===== src/rtl/rice_core_pkg.sv =====
// Shared types for the rice core bus fabric.
// The source ID tags each outstanding memory request with the port that issued it.
package rice_core_pkg;

  typedef enum logic {
    RICE_BUS_SOURCE_INST,
    RICE_BUS_SOURCE_DATA
  } rice_bus_source;

  typedef enum logic {
    RICE_BUS_ARB_OPEN,
    RICE_BUS_ARB_LOCKED
  } rice_bus_arb_state;

endpackage


===== src/rtl/rice_core_bus_arbiter_source_fifo.sv =====
// Ordered queue of grant sources for in-order response routing.
// Pointers wrap at DEPTH, so DEPTH does not have to be a power of two.
module rice_core_bus_arbiter_source_fifo
  import rice_core_pkg::*;
#(
  parameter int DEPTH = 2
) (
  input  logic           i_clk,
  input  logic           i_rst_n,
  input  logic           i_push,
  input  rice_bus_source i_push_id,
  input  logic           i_pop,
  output logic           o_full,
  output logic           o_empty,
  output rice_bus_source o_head
);

  localparam int PTR_W = (DEPTH > 1) ? $clog2(DEPTH) : 1;
  localparam int CNT_W = $clog2(DEPTH + 1);

  logic [PTR_W-1:0] wr_ptr_q;
  logic [PTR_W-1:0] rd_ptr_q;
  logic [CNT_W-1:0] count_q;
  rice_bus_source   slots_q [DEPTH];
  logic             push_ok;
  logic             pop_ok;

  function automatic logic [PTR_W-1:0] next_ptr(input logic [PTR_W-1:0] ptr);
    return (ptr == PTR_W'(DEPTH - 1)) ? '0 : ptr + PTR_W'(1);
  endfunction

  assign o_full  = (count_q == CNT_W'(DEPTH));
  assign o_empty = (count_q == '0);
  assign o_head  = slots_q[rd_ptr_q];
  assign push_ok = i_push && !o_full;
  assign pop_ok  = i_pop && !o_empty;

  always_ff @(posedge i_clk or negedge i_rst_n) begin
    if (!i_rst_n) begin
      wr_ptr_q <= '0;
      rd_ptr_q <= '0;
      count_q  <= '0;
    end else begin
      if (push_ok) wr_ptr_q <= next_ptr(wr_ptr_q);
      if (pop_ok)  rd_ptr_q <= next_ptr(rd_ptr_q);
      case ({push_ok, pop_ok})
        2'b10:   count_q <= count_q + CNT_W'(1);
        2'b01:   count_q <= count_q - CNT_W'(1);
        default: count_q <= count_q;
      endcase
    end
  end

  always_ff @(posedge i_clk or negedge i_rst_n) begin
    if (!i_rst_n) begin
      for (int i = 0; i < DEPTH; i++) slots_q[i] <= RICE_BUS_SOURCE_INST;
    end else if (push_ok) begin
      slots_q[wr_ptr_q] <= i_push_id;
    end
  end

endmodule


===== src/rtl/rice_core_bus_arbiter.sv =====
// Round-robin 2:1 arbiter joining instruction fetch and load/store onto one memory port.
// A stalled grant is locked until its handshake; responses route by the queued source ID.
module rice_core_bus_arbiter
  import rice_core_pkg::*;
#(
  parameter int XLEN            = 32,
  parameter int MAX_OUTSTANDING = 2
) (
  input  logic              i_clk,
  input  logic              i_rst_n,
  input  logic              i_inst_request_valid,
  output logic              o_inst_request_ready,
  input  logic [XLEN-1:0]   i_inst_address,
  output logic              o_inst_response_valid,
  input  logic              i_inst_response_ready,
  output logic [XLEN-1:0]   o_inst_response_data,
  output logic              o_inst_response_error,
  input  logic              i_data_request_valid,
  output logic              o_data_request_ready,
  input  logic [XLEN-1:0]   i_data_address,
  input  logic [XLEN-1:0]   i_data_write_data,
  input  logic              i_data_write,
  input  logic [XLEN/8-1:0] i_data_strobe,
  output logic              o_data_response_valid,
  input  logic              i_data_response_ready,
  output logic [XLEN-1:0]   o_data_response_data,
  output logic              o_data_response_error,
  output logic              o_mem_request_valid,
  input  logic              i_mem_request_ready,
  output logic [XLEN-1:0]   o_mem_address,
  output logic [XLEN-1:0]   o_mem_write_data,
  output logic              o_mem_write,
  output logic [XLEN/8-1:0] o_mem_strobe,
  input  logic              i_mem_response_valid,
  output logic              o_mem_response_ready,
  input  logic [XLEN-1:0]   i_mem_response_data,
  input  logic              i_mem_response_error
);

  rice_bus_arb_state state_q, state_d;
  rice_bus_source    held_grant_q, last_grant_q, grant, head;
  logic              grant_active, src_valid, full, empty;
  logic              req_handshake, rsp_handshake;

  assign req_handshake = o_mem_request_valid && i_mem_request_ready;
  assign rsp_handshake = i_mem_response_valid && o_mem_response_ready;

  // last_grant resets to DATA so INST wins the first tie after reset.
  always_ff @(posedge i_clk or negedge i_rst_n) begin
    if (!i_rst_n) begin
      state_q      <= RICE_BUS_ARB_OPEN;
      held_grant_q <= RICE_BUS_SOURCE_INST;
      last_grant_q <= RICE_BUS_SOURCE_DATA;
    end else begin
      state_q      <= state_d;
      held_grant_q <= grant;
      if (req_handshake) last_grant_q <= grant;
    end
  end

  always_comb begin
    state_d = state_q;
    case (state_q)
      RICE_BUS_ARB_OPEN:   if (o_mem_request_valid && !i_mem_request_ready) state_d = RICE_BUS_ARB_LOCKED;
      RICE_BUS_ARB_LOCKED: if (req_handshake) state_d = RICE_BUS_ARB_OPEN;
      default:             state_d = RICE_BUS_ARB_OPEN;
    endcase
  end

  always_comb begin
    grant        = RICE_BUS_SOURCE_INST;
    grant_active = 1'b0;
    if (state_q == RICE_BUS_ARB_LOCKED) begin
      grant        = held_grant_q;
      grant_active = 1'b1;
    end else if (!full) begin
      grant_active = i_inst_request_valid || i_data_request_valid;
      if (i_inst_request_valid && i_data_request_valid)
        grant = (last_grant_q == RICE_BUS_SOURCE_DATA) ? RICE_BUS_SOURCE_INST : RICE_BUS_SOURCE_DATA;
      else if (i_data_request_valid)
        grant = RICE_BUS_SOURCE_DATA;
    end
    src_valid = (grant == RICE_BUS_SOURCE_DATA) ? i_data_request_valid : i_inst_request_valid;
    o_mem_request_valid  = grant_active && src_valid && !full;
    o_inst_request_ready = grant_active && (grant == RICE_BUS_SOURCE_INST) && i_mem_request_ready && !full;
    o_data_request_ready = grant_active && (grant == RICE_BUS_SOURCE_DATA) && i_mem_request_ready && !full;
    if (grant == RICE_BUS_SOURCE_DATA) begin
      o_mem_address    = i_data_address;
      o_mem_write_data = i_data_write_data;
      o_mem_write      = i_data_write;
      o_mem_strobe     = i_data_strobe;
    end else begin
      o_mem_address    = i_inst_address;
      o_mem_write_data = '0;
      o_mem_write      = 1'b0;
      o_mem_strobe     = '0;
    end
  end

  rice_core_bus_arbiter_source_fifo #(
    .DEPTH(MAX_OUTSTANDING)
  ) u_source_fifo (
    .i_clk    (i_clk),
    .i_rst_n  (i_rst_n),
    .i_push   (req_handshake),
    .i_push_id(grant),
    .i_pop    (rsp_handshake),
    .o_full   (full),
    .o_empty  (empty),
    .o_head   (head)
  );

  assign o_inst_response_valid = i_mem_response_valid && !empty && (head == RICE_BUS_SOURCE_INST);
  assign o_data_response_valid = i_mem_response_valid && !empty && (head == RICE_BUS_SOURCE_DATA);
  assign o_mem_response_ready  = !empty &&
                                 ((head == RICE_BUS_SOURCE_INST) ? i_inst_response_ready : i_data_response_ready);
  assign o_inst_response_data  = i_mem_response_data;
  assign o_inst_response_error = i_mem_response_error;
  assign o_data_response_data  = i_mem_response_data;
  assign o_data_response_error = i_mem_response_error;

  // A response with nothing outstanding is a memory-side protocol error.
  response_without_request: assert property (@(posedge i_clk) disable iff (!i_rst_n)
    !(i_mem_response_valid && empty));

endmodule


===== config.mk =====
export PLATFORM = sky130hd
export DESIGN_NAME = rice_core_bus_arbiter
export DESIGN_NICKNAME = d
export VERILOG_FILES = /design/src/rtl/rice_core_pkg.sv /design/src/rtl/rice_core_bus_arbiter_source_fifo.sv /design/src/rtl/rice_core_bus_arbiter.sv
export SDC_FILE = /design/constraint.sdc
export NUM_CORES = 1
export LEC_CHECK = 0
export ABC_AREA = 0
export CAP_MARGIN = 10
export CORE_AREA = 2 2 111 113
export CTS_BUF_LIST = sky130_fd_sc_hd__clkbuf_16
export DETAILED_ROUTE_END_ITERATION = 6
export DIE_AREA = 0 0 113 115
export PLACE_DENSITY_LB_ADDON = 0.15
export SLEW_MARGIN = 10
export SYNTH_ARGS = -nofsm -noshare
export SYNTH_HDL_FRONTEND = slang
export SYNTH_HIERARCHICAL = 1
export SYNTH_SLANG_ARGS = --single-unit

===== constraint.sdc =====
create_clock -name i_clk -period 5.4 [get_ports i_clk]
set_clock_uncertainty 0.2 [all_clocks]
set_input_delay 0.81 -clock i_clk [delete_from_list [all_inputs] [get_ports i_clk]]
set_output_delay 0.81 -clock i_clk [all_outputs]
set_load 0.05 [all_outputs]

==> metrics.md, run 1 <==
| Metric | Value |
|---|---|
| Dpl ws | `0.8818 ns` |
| Drt initial violations | `65` |
| Cells on worst reg2reg path | `5` |
| Cell mode on critical path | `clkdlybuf4s50_1` |
| Biggest area consumer among synthesized cells | `buf_4` |
| NumNets Final | `452` |
| Clk pwr share | `0.065` |
| Clock slew seen by the registers of the worst setup and hold paths | `0.04 ns` |
| Flops & latches, synth | `9` |
| Mean Syn Cell Area | `9.272 sq um` |
| Final setup viols | `0` |
| Total number of vias | `1674` |
| Worst Hold End | `u_source_fifo/rd_ptr_q` |
| HP Class | `reg2reg` |
| Initial core utilization | `0.1531` |
| Drt wl/cell | `15.60 um` |
| Worst-path cell chain | `clkdlybuf4s50_1 > nand2_1 > a32o_4 > mux2_2 > clkdlybuf4s50_1` |
| Detailed Route WL | `7097 um` |
| Post-Syn Instances | `195` |
| Synth Cell Area | `1808 sq um` |
| Post-synthesis sequential area ratio | `0.1253` |
| Crit. End Element | `output port` |
| Comb pwr share | `0.865` |
| Row cnt | `40` |
| Area Overhead vs Synth | `84.22%` |
| Slew HR | `0.3662` |
| Reg-to-Reg End | `u_source_fifo/slots_q[1]` |
| Post-synth net total | `338` |
| Worst path bufs/invs | `2` |
| Grt ovf | `0` |
| Ports | `283` |
| Latest clock arrival within the worst-skew pair | `0.23 ns` |
| Yosys top cell area share | `0.2740` |
| Setup TNS | `0 ns` |
| CTS tree | `done` |
| Total GRT Usage | `0.09431` |
| Design Area, Final | `3331 sq um` |
| Average vias per placed instance | `3.679` |
| Gp weighted congestion | `0.7442` |
| Post-synth top flop | `dfrtp_1` |
| Share of power burned in registers | `0.070` |
| Largest net degree at the start of global routing | `75` |
| Fin. max-slew vios | `0` |
| Core ar. | `11810 sq um` |
| # Post-CTS Setup Buffers | `0` |
| Startpoint Class | `input port` |
| Detail Placement HPWL | `5776 um` |
| Share of cells above drive strength 1 | `0.1299` |
| Worst Setup Path Type | `in2out` |
| Initial antenna violation count | `0` |
| Worst path required time | `4.39 ns` |
| Critical Path AT | `3.49 ns` |
| Crit path largest cell delay | `0.83 ns` |
| NetSw | `1.080 mW` |
| CTS Buf Count | `3` |
| DRT Pass-1 Iters | `6` |
| Fmax | `0.2222 GHz` |
| Sw frac | `0.5584` |
| Static Leak | `1.310 nW` |
| Antenna-violating nets left | `0` |
| Hold depth | `1` |
| EDFF count, synth | `0` |
| Tot Pwr | `1.934 mW` |
| Hold_sp | `u_source_fifo/rd_ptr_q` |
| Crit-path max FO | `74` |
| Final Cycle Share | `0.8333` |
| Power density over cell area | `580.6 nW/um^2` |
| Antenna Cells | `0` |
| Failing checks | `DRC` |
| Max-cap viol count | `0` |
| Outcome | `finished, violations left` |
| Final core utilization | `0.2820` |
| RSZ-0062 raised after global routing | `no` |
| First-pass GRT wire length | `9522 um` |
| # hold bufs at CTS | `0` |
| Crit path from | `i_inst_request_valid` |
| Internal Dissipation | `0.8540 mW` |
| Area contributors post-synth | `buf_4, mux2_4, and2_1` |
| CP max-delay cell | `a32o_4` |
| DIE WIDTH | `113 um` |
| R2r setup slk | `3.14 ns` |
| Vias in the first global route | `1666` |
| Clock tree buffer depth | `2` |
| Min cycle time layout | `4.500 ns` |
| Port Buffers | `183` |
| Die H | `115 um` |
| Area after DPL | `3252 sq um` |
| Final worst slack | `0.9004 ns` |
| CTS sink cnt | `9` |
| Async set-reset flop share out of synthesis | `1.000` |
| Final hold vios | `0` |
| Synth warn | `6` |
| Fill cells | `1258` |
| H-tree Lvls | `1` |
| Register area | `226.5 sq um` |
| Worst flop-to-flop path startpoint | `u_source_fifo/count_q[0]` |
| Multi-input logic area | `1006 sq um` |
| CP delay by family, top | `buffers and inverters` |
| Die area | `13000 sq um` |
| Drt drc | `20` |
| Post-cts sizing count | `0` |
| Maximum VDD drop | `0.2533 mV` |
| Netlist cell types | `31` |
| Worst-Margin Slew | `0.9507 ns` |
| CTS root buf | `clkbuf_16` |
-- through the flow --
step	hold slack [ns]	std cells
2_1_floorplan	0.2502	195
3_3_place_gp	0.2658	451
3_5_place_dp	0.2707	451
4_1_cts	0.2754	455
5_1_grt	0.2949	455
6_report	0.2719	455
-- cells by family after synthesis --
| group | Yosys count | share of synthesized area |
|---|---|---|
| flops | 9 | 0.1253 |
| buf+inv | 75 | 0.3246 |
| fa+ha+maj | 1 | 0.006919 |
| simple gates | 59 | 0.1938 |
| xor+xnor | 5 | 0.02423 |
| compound gates | 9 | 0.03391 |
| mux | 37 | 0.2913 |
-- cell usage after synthesis (all sizes together) (2+ instances only) --
master / number
a21oi: 2
and2: 38
buf: 71
clkbuf: 3
dfrtp: 8
mux2: 35
mux2i: 2
nand2: 3
nor2: 8
nor2b: 4
o21ai: 2
o31ai: 2
xnor2: 3
xor2: 2
-- how the worst max path moves through the flow --
stage | to | slack (ns) | cells past startpoint
5_1_grt | o_mem_address[31] | 0.80 | 5
2_1_floorplan | o_data_request_ready | 2.28 | 5
4_1_cts | o_mem_address[31] | 0.87 | 5
3_5_place_dp | o_mem_address[31] | 0.88 | 5
6_report | o_mem_address[31] | 0.90 | 5
3_3_place_gp | o_mem_address[31] | 0.93 | 5
-- layout by cell type, fill, tap and decap left out, drive strengths merged, types with 2 or more instances in the layout --
| cell | n |
|---|---|
| dfrtp | 8 |
| mux2 | 35 |
| o31ai | 2 |
| and2 | 38 |
| mux2i | 2 |
| nor2b | 4 |
| nand2 | 3 |
| xor2 | 2 |
| xnor2 | 3 |
| nor2 | 8 |
| clkdlybuf4s50 | 183 |
| o21ai | 2 |
| a21oi | 2 |
| inv | 2 |
| clkbuf | 3 |
-- per-layer routing --
layer  up-vias  GRT usage  share of wire
li1        796          -              -
met1       729     0.1126           0.38
met2       141     0.1605           0.47
met3         8    0.04533           0.14
met4         0   0.008943         0.0058
met5         -          0              0
-- cell type report --
| type | count | share of cell area |
|---|---|---|
| multi-input cells | 111 | 0.3020 |
| inverters | 1 | 0.001127 |
| repair buffers | 183 | 0.5500 |
| clock buffers | 3 | 0.02254 |
| well taps | 147 | 0.05522 |
| flip-flops and latches | 9 | 0.06799 |
| clock inverters | 1 | 0.001127 |
-- power by group through the flow --
stage / registers [mW] / clock network [mW] / logic (mW)
2_1_floorplan: 0.128 / 0 / 1.35
3_3_place_gp: 0.136 / 0 / 1.69
3_5_place_dp: 0.136 / 0 / 1.69
4_1_cts: 0.136 / 0.129 / 1.70
5_1_grt: 0.140 / 0.134 / 1.74
6_report: 0.136 / 0.126 / 1.67
-- worst register-to-register path, delay by kind of cell (launching register included) --
kind,cells,cell delay [ns]
buf+inv,1,0.10
simple gates,2,0.34
mux,1,0.31
flops,1,0.40
compound gates,1,0.85
No activity file was read; power rests on OpenSTA's default activity.
==> inputs of run 2 (changes only) <==
==> constraint.sdc (replaced) <==
create_clock -name i_clk -period 4.05 [get_ports i_clk]
set_clock_uncertainty 0.2 [all_clocks]
set_input_delay 0.6075 -clock i_clk [delete_from_list [all_inputs] [get_ports i_clk]]
set_output_delay 0.6075 -clock i_clk [all_outputs]
set_load 0.05 [all_outputs]
==> metrics.md, run 2 (synthesis gave the netlist of run 1 again) <==
| Metric | Value |
|---|---|
| Slew HR | `0.6400 (+0.2738)` |
| Worst path required time | `3.24 ns (-1.15 ns)` |
| Worst path bufs/invs | `3 (+1)` |
| Core ar. | `11810 sq um (unchanged)` |
| DRT Pass-1 Iters | `6 (unchanged)` |
| Die area | `13000 sq um (unchanged)` |
| CP max-delay cell | `a32o_4` |
| Cell count after placement | `454 (+0.67%)` |
| NetSw | `1.502 mW (+39%)` |
| Drt initial violations | `79 (+22%)` |
| Worst Setup Path Type | `in2out` |
| Share of cells above drive strength 1 | `0.3666 (+0.2367)` |
| Final hold vios | `0 (unchanged)` |
| Average vias per placed instance | `3.627 (-1.4%)` |
| Initial antenna violation count | `0 (unchanged)` |
| Final non-filler cell total | `458 (+0.66%)` |
| CTS sink cnt | `9 (unchanged)` |
| Power density over cell area | `798.6 nW/um^2 (+38%)` |
| Fill cells | `1231 (-2.1%)` |
| Detailed Route WL | `7088 um (-0.13%)` |
| Clk pwr share | `0.058 (-0.007)` |
| Latest clock arrival within the worst-skew pair | `0.23 ns (about the same)` |
| Clock slew seen by the registers of the worst setup and hold paths | `0.04 ns (about the same)` |
| Fin. max-slew vios | `0 (unchanged)` |
| Outcome | `finished, violations left` |
| RSZ-0062 raised after global routing | `no` |
| Grt ovf | `0 (unchanged)` |
| First-pass GRT wire length | `9984 um (+4.9%)` |
| Register area | `226.5 sq um (unchanged)` |
| Critical Path AT | `2.61 ns (-0.88 ns)` |
| Comb pwr share | `0.878 (+0.013)` |
| Initial core utilization | `0.1531 (unchanged)` |
| Antenna Cells | `0 (unchanged)` |
| Final Cycle Share | `0.8438` |
| Worst-path cell chain | `clkdlybuf4s50_1 > nand2_1 > a32o_4 > buf_4 > mux2_4 > buf_12` |
| Cells on worst reg2reg path | `6 (+1)` |
| Gp weighted congestion | `0.7213 (-3.1%)` |
| Maximum VDD drop | `0.3817 mV (+51%)` |
| Final setup viols | `0 (unchanged)` |
| Setup crit end | `o_mem_address[27]` |
| Largest net degree at the start of global routing | `39 (-48%)` |
| Most frequent cells in the layout | `clkdlybuf4s50_1, buf_4, and2_1, buf_12, mux2_4` |
| Internal Dissipation | `1.343 mW (+57%)` |
| Post-cts sizing count | `0 (unchanged)` |
| Startpoint Class | `input port` |
| Max-cap viol count | `0 (unchanged)` |
| Drt drc | `20 (unchanged)` |
| Multi-input logic area | `1006 sq um (unchanged)` |
| Total GRT Usage | `0.09841 (+0.004102)` |
| Crit path from | `i_inst_request_valid` |
| Commonest non-fill, non-tap cell in the layout | `clkdlybuf4s50_1` |
| Row cnt | `40 (unchanged)` |
| CP delay by family, top | `buffers and inverters` |
| H-tree Lvls | `1 (unchanged)` |
| Worst flop-to-flop path startpoint | `u_source_fifo/count_q[0]` |
| Cell count along the critical path | `6 (+1)` |
| Worst-Margin Slew | `0.5400 ns (-0.4108 ns)` |
| CTS root buf | `clkbuf_16` |
| Total number of vias | `1661 (-0.78%)` |
| Crit path largest cell delay | `0.56 ns (-0.27 ns)` |
| Port Buffers | `183 (unchanged)` |
| Ports | `283 (unchanged)` |
| Share of power burned in registers | `0.064 (-0.006)` |
| # Post-CTS Setup Buffers | `0 (unchanged)` |
| Static Leak | `1.562 nW (+19%)` |
| DIE WIDTH | `113 um (unchanged)` |
| CTS Buf Count | `3 (unchanged)` |
| # hold bufs at CTS | `0 (unchanged)` |
| Failing checks | `DRC` |
| Min cycle time layout | `3.417 ns` |
| NumNets Final | `455 (+0.66%)` |
| Setup TNS | `0 ns (unchanged)` |
| Vias in the first global route | `1700 (+2.0%)` |
| Drt wl/cell | `15.48 um (-0.78%)` |
| HP Class | `reg2reg` |
| Area Overhead vs Synth | `97.09%` |
| Clock tree buffer depth | `2 (unchanged)` |
| Fin Hold WS | `0.2753 ns (+0.003394 ns)` |
| CTS tree | `done` |
| Crit. End Element | `output port` |
| Reg-to-Reg End | `u_source_fifo/slots_q[0]` |
| Crit-path max FO | `38 (-49%)` |
| Die H | `115 um (unchanged)` |
| Antenna-violating nets left | `0 (unchanged)` |
| Sw frac | `0.5279 (-0.03051)` |
| R2r setup slk | `1.73 ns (-1.41 ns)` |
| Detail Placement HPWL | `5914 um (+2.4%)` |
| Fmax | `0.2926 GHz` |
[run 2: cell types whose count changed in the layout (fill, tap and decap cells not counted)]
cell / change
buf_12: +31
clkdlybuf4s50_1: -71
buf_4: +43
[run 2: worst min-delay path by stage]
stage                                   endpoint  slack (ns)  cells past startpoint                    from
after floorplan                        async pin        0.11                      0                 i_rst_n
after global placement    u_source_fifo/rd_ptr_q        0.27                      1  u_source_fifo/rd_ptr_q
after detailed placement  u_source_fifo/rd_ptr_q        0.28                      1  u_source_fifo/rd_ptr_q
after CTS                 u_source_fifo/rd_ptr_q        0.28                      1  u_source_fifo/rd_ptr_q
after global routing      u_source_fifo/rd_ptr_q        0.29                      1  u_source_fifo/rd_ptr_q
final                     u_source_fifo/rd_ptr_q        0.28                      1  u_source_fifo/rd_ptr_q
[run 2: metal layers]
layer,share of wire,up-vias,global-route usage
met5,0,-,0
met4,0.0018,0,0.01138
met3,0.14,2,0.04323
met2,0.49,143,0.1665
met1,0.36,714,0.1200
li1,-,802,-
[run 2: cell type report]
cell class,instances,area share
Clock buffer,3,0.02107
Clock inverter,1,0.001053
Inverter,1,0.001053
Multi-Input combinational cell,111,0.2823
Sequential cell,9,0.06355
Tap cell,147,0.05162
Timing Repair Buffer,186,0.5794
[run 2: stage by stage]
step / worst slack (ns) / util / area, sq um / power (mW)
5_1_grt: 0.5011 / 0.3017 / 3563 / 2.982
3_5_place_dp: 0.5972 / 0.2950 / 3485 / 2.713
2_1_floorplan: 1.243 / - / 1808 / 1.976
6_report: 0.6327 / 0.3017 / 3563 / 2.846
3_3_place_gp: 0.6280 / 0.2950 / 3485 / 2.714
4_1_cts: 0.5885 / 0.3017 / 3563 / 2.895
[run 2: worst reg2reg max path: cells and delay by family, from the launching register on]
kind                   cells  cell delay [ns]
AOI/OAI and AO/OA          1             0.51
buffers and inverters      2             0.47
DFF                        1             0.41
muxes                      1             0.30
and+or+nand+nor            2             0.30
[run 2: power groups by stage]
stage	Sequential (mW)	Combinational [mW]	Clock (mW)
6_report	0.181	2.50	0.166
5_1_grt	0.189	2.62	0.177
4_1_cts	0.182	2.54	0.170
3_5_place_dp	0.183	2.53	0
3_3_place_gp	0.182	2.53	0
2_1_floorplan	0.171	1.81	0
==> inputs of run 3 (changes only) <==
--- a/config.mk
+++ b/config.mk
@@ -7,10 +7,10 @@
 export LEC_CHECK = 0
 export ABC_AREA = 0
 export CAP_MARGIN = 10
-export CORE_AREA = 2 2 111 113
+export CORE_AREA = 2 2 109 111
 export CTS_BUF_LIST = sky130_fd_sc_hd__clkbuf_16
 export DETAILED_ROUTE_END_ITERATION = 6
-export DIE_AREA = 0 0 113 115
+export DIE_AREA = 0 0 111 113
 export PLACE_DENSITY_LB_ADDON = 0.15
 export SLEW_MARGIN = 10
 export SYNTH_ARGS = -nofsm -noshare
==> constraint.sdc (replaced) <==
create_clock -name i_clk -period 3.3 [get_ports i_clk]
set_clock_uncertainty 0.2 [all_clocks]
set_input_delay 0.495 -clock i_clk [delete_from_list [all_inputs] [get_ports i_clk]]
set_output_delay 0.495 -clock i_clk [all_outputs]
set_load 0.05 [all_outputs]
==> metrics.md, run 3 (synthesis gave the netlist of run 1 again) <==
| Metric | Value |
|---|---|
| Outcome | `finished, final reports clean` |
| Detail Placement HPWL | `6190 um (+4.7%)` |
| # Post-CTS Setup Buffers | `0 (unchanged)` |
| CTS Buf Count | `3 (unchanged)` |
| Worst-Margin Slew | `0.5046 ns (-0.03530 ns)` |
| Drt wl/cell | `15.94 um (+3.0%)` |
| Hold_sp | `u_source_fifo/rd_ptr_q` |
| Clock tree buffer depth | `2 (unchanged)` |
| Worst Setup Path Type | `in2out` |
| First-pass GRT wire length | `10780 um (+8.0%)` |
| DIE WIDTH | `111 um (-1.8%)` |
| Largest net degree at the start of global routing | `37 (-5.1%)` |
| Share of power burned in registers | `0.056 (-0.008)` |
| Die area | `12540 sq um (-3.5%)` |
| Core ar. | `11270 sq um (-4.6%)` |
| Final non-filler cell total | `453 (-1.1%)` |
| Sw frac | `0.4874 (-0.04051)` |
| Row cnt | `39 (-2.5%)` |
| Detailed Route WL | `7222 um (+1.9%)` |
| Drt drc | `0 (-100%)` |
| HP Class | `reg2reg` |
| Area after DPL | `3970 sq um (+14%)` |
| Setup TNS | `0 ns (unchanged)` |
| NumNets Final | `454 (-0.22%)` |
| Area Overhead vs Synth | `123.9%` |
| Crit. End Element | `output port` |
| Total number of vias | `1639 (-1.3%)` |
| Port Buffers | `183 (unchanged)` |
| CTS sink cnt | `9 (unchanged)` |
| Ports | `283 (unchanged)` |
| Cell mode on critical path | `buf_12` |
| Vias in the first global route | `1703 (+0.18%)` |
| Fill cells | `1144 (-7.1%)` |
| Fmax | `0.3266 GHz` |
| Final worst slack | `0.2378 ns (-0.3949 ns)` |
| Cell count after placement | `449 (-1.1%)` |
| # hold bufs at CTS | `0 (unchanged)` |
| Critical Path AT | `2.37 ns (-0.24 ns)` |
| Reg-to-Reg End | `u_source_fifo/count_q[1]` |
| Most frequent cells in the layout | `clkdlybuf4s50_1, buf_12, and2_1, mux2_4` |
| CP delay by family, top | `buffers and inverters` |
| Total GRT Usage | `0.1096 (+0.01116)` |
| Max-cap viol count | `0 (unchanged)` |
| Worst path bufs/invs | `3 (unchanged)` |
| Clk pwr share | `0.052 (-0.006)` |
| Final hold vios | `0 (unchanged)` |
| Crit path largest cell delay | `0.59 ns (+0.03 ns)` |
| R2r setup slk | `1.12 ns (-0.61 ns)` |
| Hold depth | `1 (unchanged)` |
| NetSw | `1.939 mW (+29%)` |
| Worst-path cell chain | `clkdlybuf4s50_1 > nand2_1 > a32o_4 > buf_12 > mux2_4 > buf_12` |
| Crit-path max FO | `36 (-5.3%)` |
| Final Cycle Share | `0.9279` |
| DRT Pass-1 Iters | `4 (-2)` |
| Power density over cell area | `982.4 nW/um^2 (+23%)` |
| Fin. max-slew vios | `0 (unchanged)` |
| Post-cts sizing count | `0 (unchanged)` |
| Initial core utilization | `0.1604 (+0.007323)` |
| CP max-delay cell | `clkdlybuf4s50_1` |
| Share of cells above drive strength 1 | `0.3677 (+0.001182)` |
| Worst path required time | `2.60 ns (-0.64 ns)` |
| Slew HR | `0.6625 (+0.02248)` |
| Maximum VDD drop | `0.3844 mV (+0.70%)` |
| Antenna Cells | `0 (unchanged)` |
| Dpl ws | `0.2179 ns (-0.3793 ns)` |
| CTS root buf | `clkbuf_16` |
| Clock slew seen by the registers of the worst setup and hold paths | `0.04 ns (about the same)` |
| RSZ-0062 raised after global routing | `no` |
| Cells on worst reg2reg path | `8 (+2)` |
| Commonest non-fill, non-tap cell in the layout | `clkdlybuf4s50_1` |
| Static Leak | `1.688 nW (+8.1%)` |
| Final core utilization | `0.3592 (+0.05750)` |
| Drt initial violations | `41 (-48%)` |
| Internal Dissipation | `2.039 mW (+52%)` |
| Design Area, Final | `4049 sq um (+14%)` |
| Average vias per placed instance | `3.618 (-0.24%)` |
| Grt ovf | `0 (unchanged)` |
| Antenna-violating nets left | `0 (unchanged)` |
| Startpoint Class | `input port` |
| Min cycle time layout | `3.062 ns` |
| Latest clock arrival within the worst-skew pair | `0.23 ns (about the same)` |
| Worst flop-to-flop path startpoint | `u_source_fifo/count_q[0]` |
| Die H | `113 um (-1.7%)` |
| Final setup viols | `0 (unchanged)` |
| H-tree Lvls | `1 (unchanged)` |
| Gp weighted congestion | `0.7136 (-1.1%)` |
| Worst Hold End | `u_source_fifo/rd_ptr_q` |
| CTS tree | `done` |
| Initial antenna violation count | `0 (unchanged)` |
| Comb pwr share | `0.892 (+0.014)` |
## run 3: cell types whose count changed in the layout (fill, tap and decap cells not counted), sizes merged
cell	before	now
clkdlybuf4s50	112	111
## run 3: through the flow
step	power (mW)	hold WS [ns]
final	3.978	0.2889
after global routing	4.135	0.2985
after CTS	4.037	0.2854
after detailed placement	3.814	0.2726
after global placement	3.806	0.2710
after floorplan	2.425	-0.0005910
## run 3: how the worst max path moves through the flow
| stage | startpoint | depth (start not counted) | endpoint | slack [ns] |
|---|---|---|---|---|
| detailed placement | i_inst_request_valid | 6 | o_mem_address[23] | 0.22 |
| global route | i_inst_request_valid | 6 | o_mem_address[23] | 0.12 |
| CTS | i_inst_request_valid | 6 | o_mem_address[23] | 0.21 |
| global placement | i_inst_request_valid | 6 | o_mem_address[12] | 0.26 |
| finish | i_inst_request_valid | 6 | o_mem_address[23] | 0.24 |
| floorplan | u_source_fifo/count_q[0] | 7 | o_data_request_ready | 0.61 |
## run 3: power by group through the flow
stage                     registers, mW  logic (mW)  clock network [mW]
after detailed placement          0.224        3.59                   0
after CTS                         0.223        3.61               0.208
final                             0.224        3.55               0.205
after floorplan                   0.210        2.22                   0
after global placement            0.221        3.59                   0
after global routing              0.233        3.69               0.214
## run 3: routing by layer
metal	part of all wire	GRT usage	vias up	routed length [um]
met2	0.50	0.1849	109	3589
met1	0.39	0.1320	717	2812
met5	0	0	-	0
met4	0.0093	0.02583	0	67
met3	0.10	0.04285	13	752
li1	-	-	800	-
## run 3: cell type report
class                      count  area [sq um]  share of cell area
timing repair buffer         185          2555              0.6310
multi-input combinational    111          1006              0.2485
sequential                     9         226.5             0.05593
tap                          143         178.9             0.04419
clock buffer                   3         75.07             0.01854
clock inverter                 1         3.754           0.0009271
inverter                       1         3.754           0.0009271
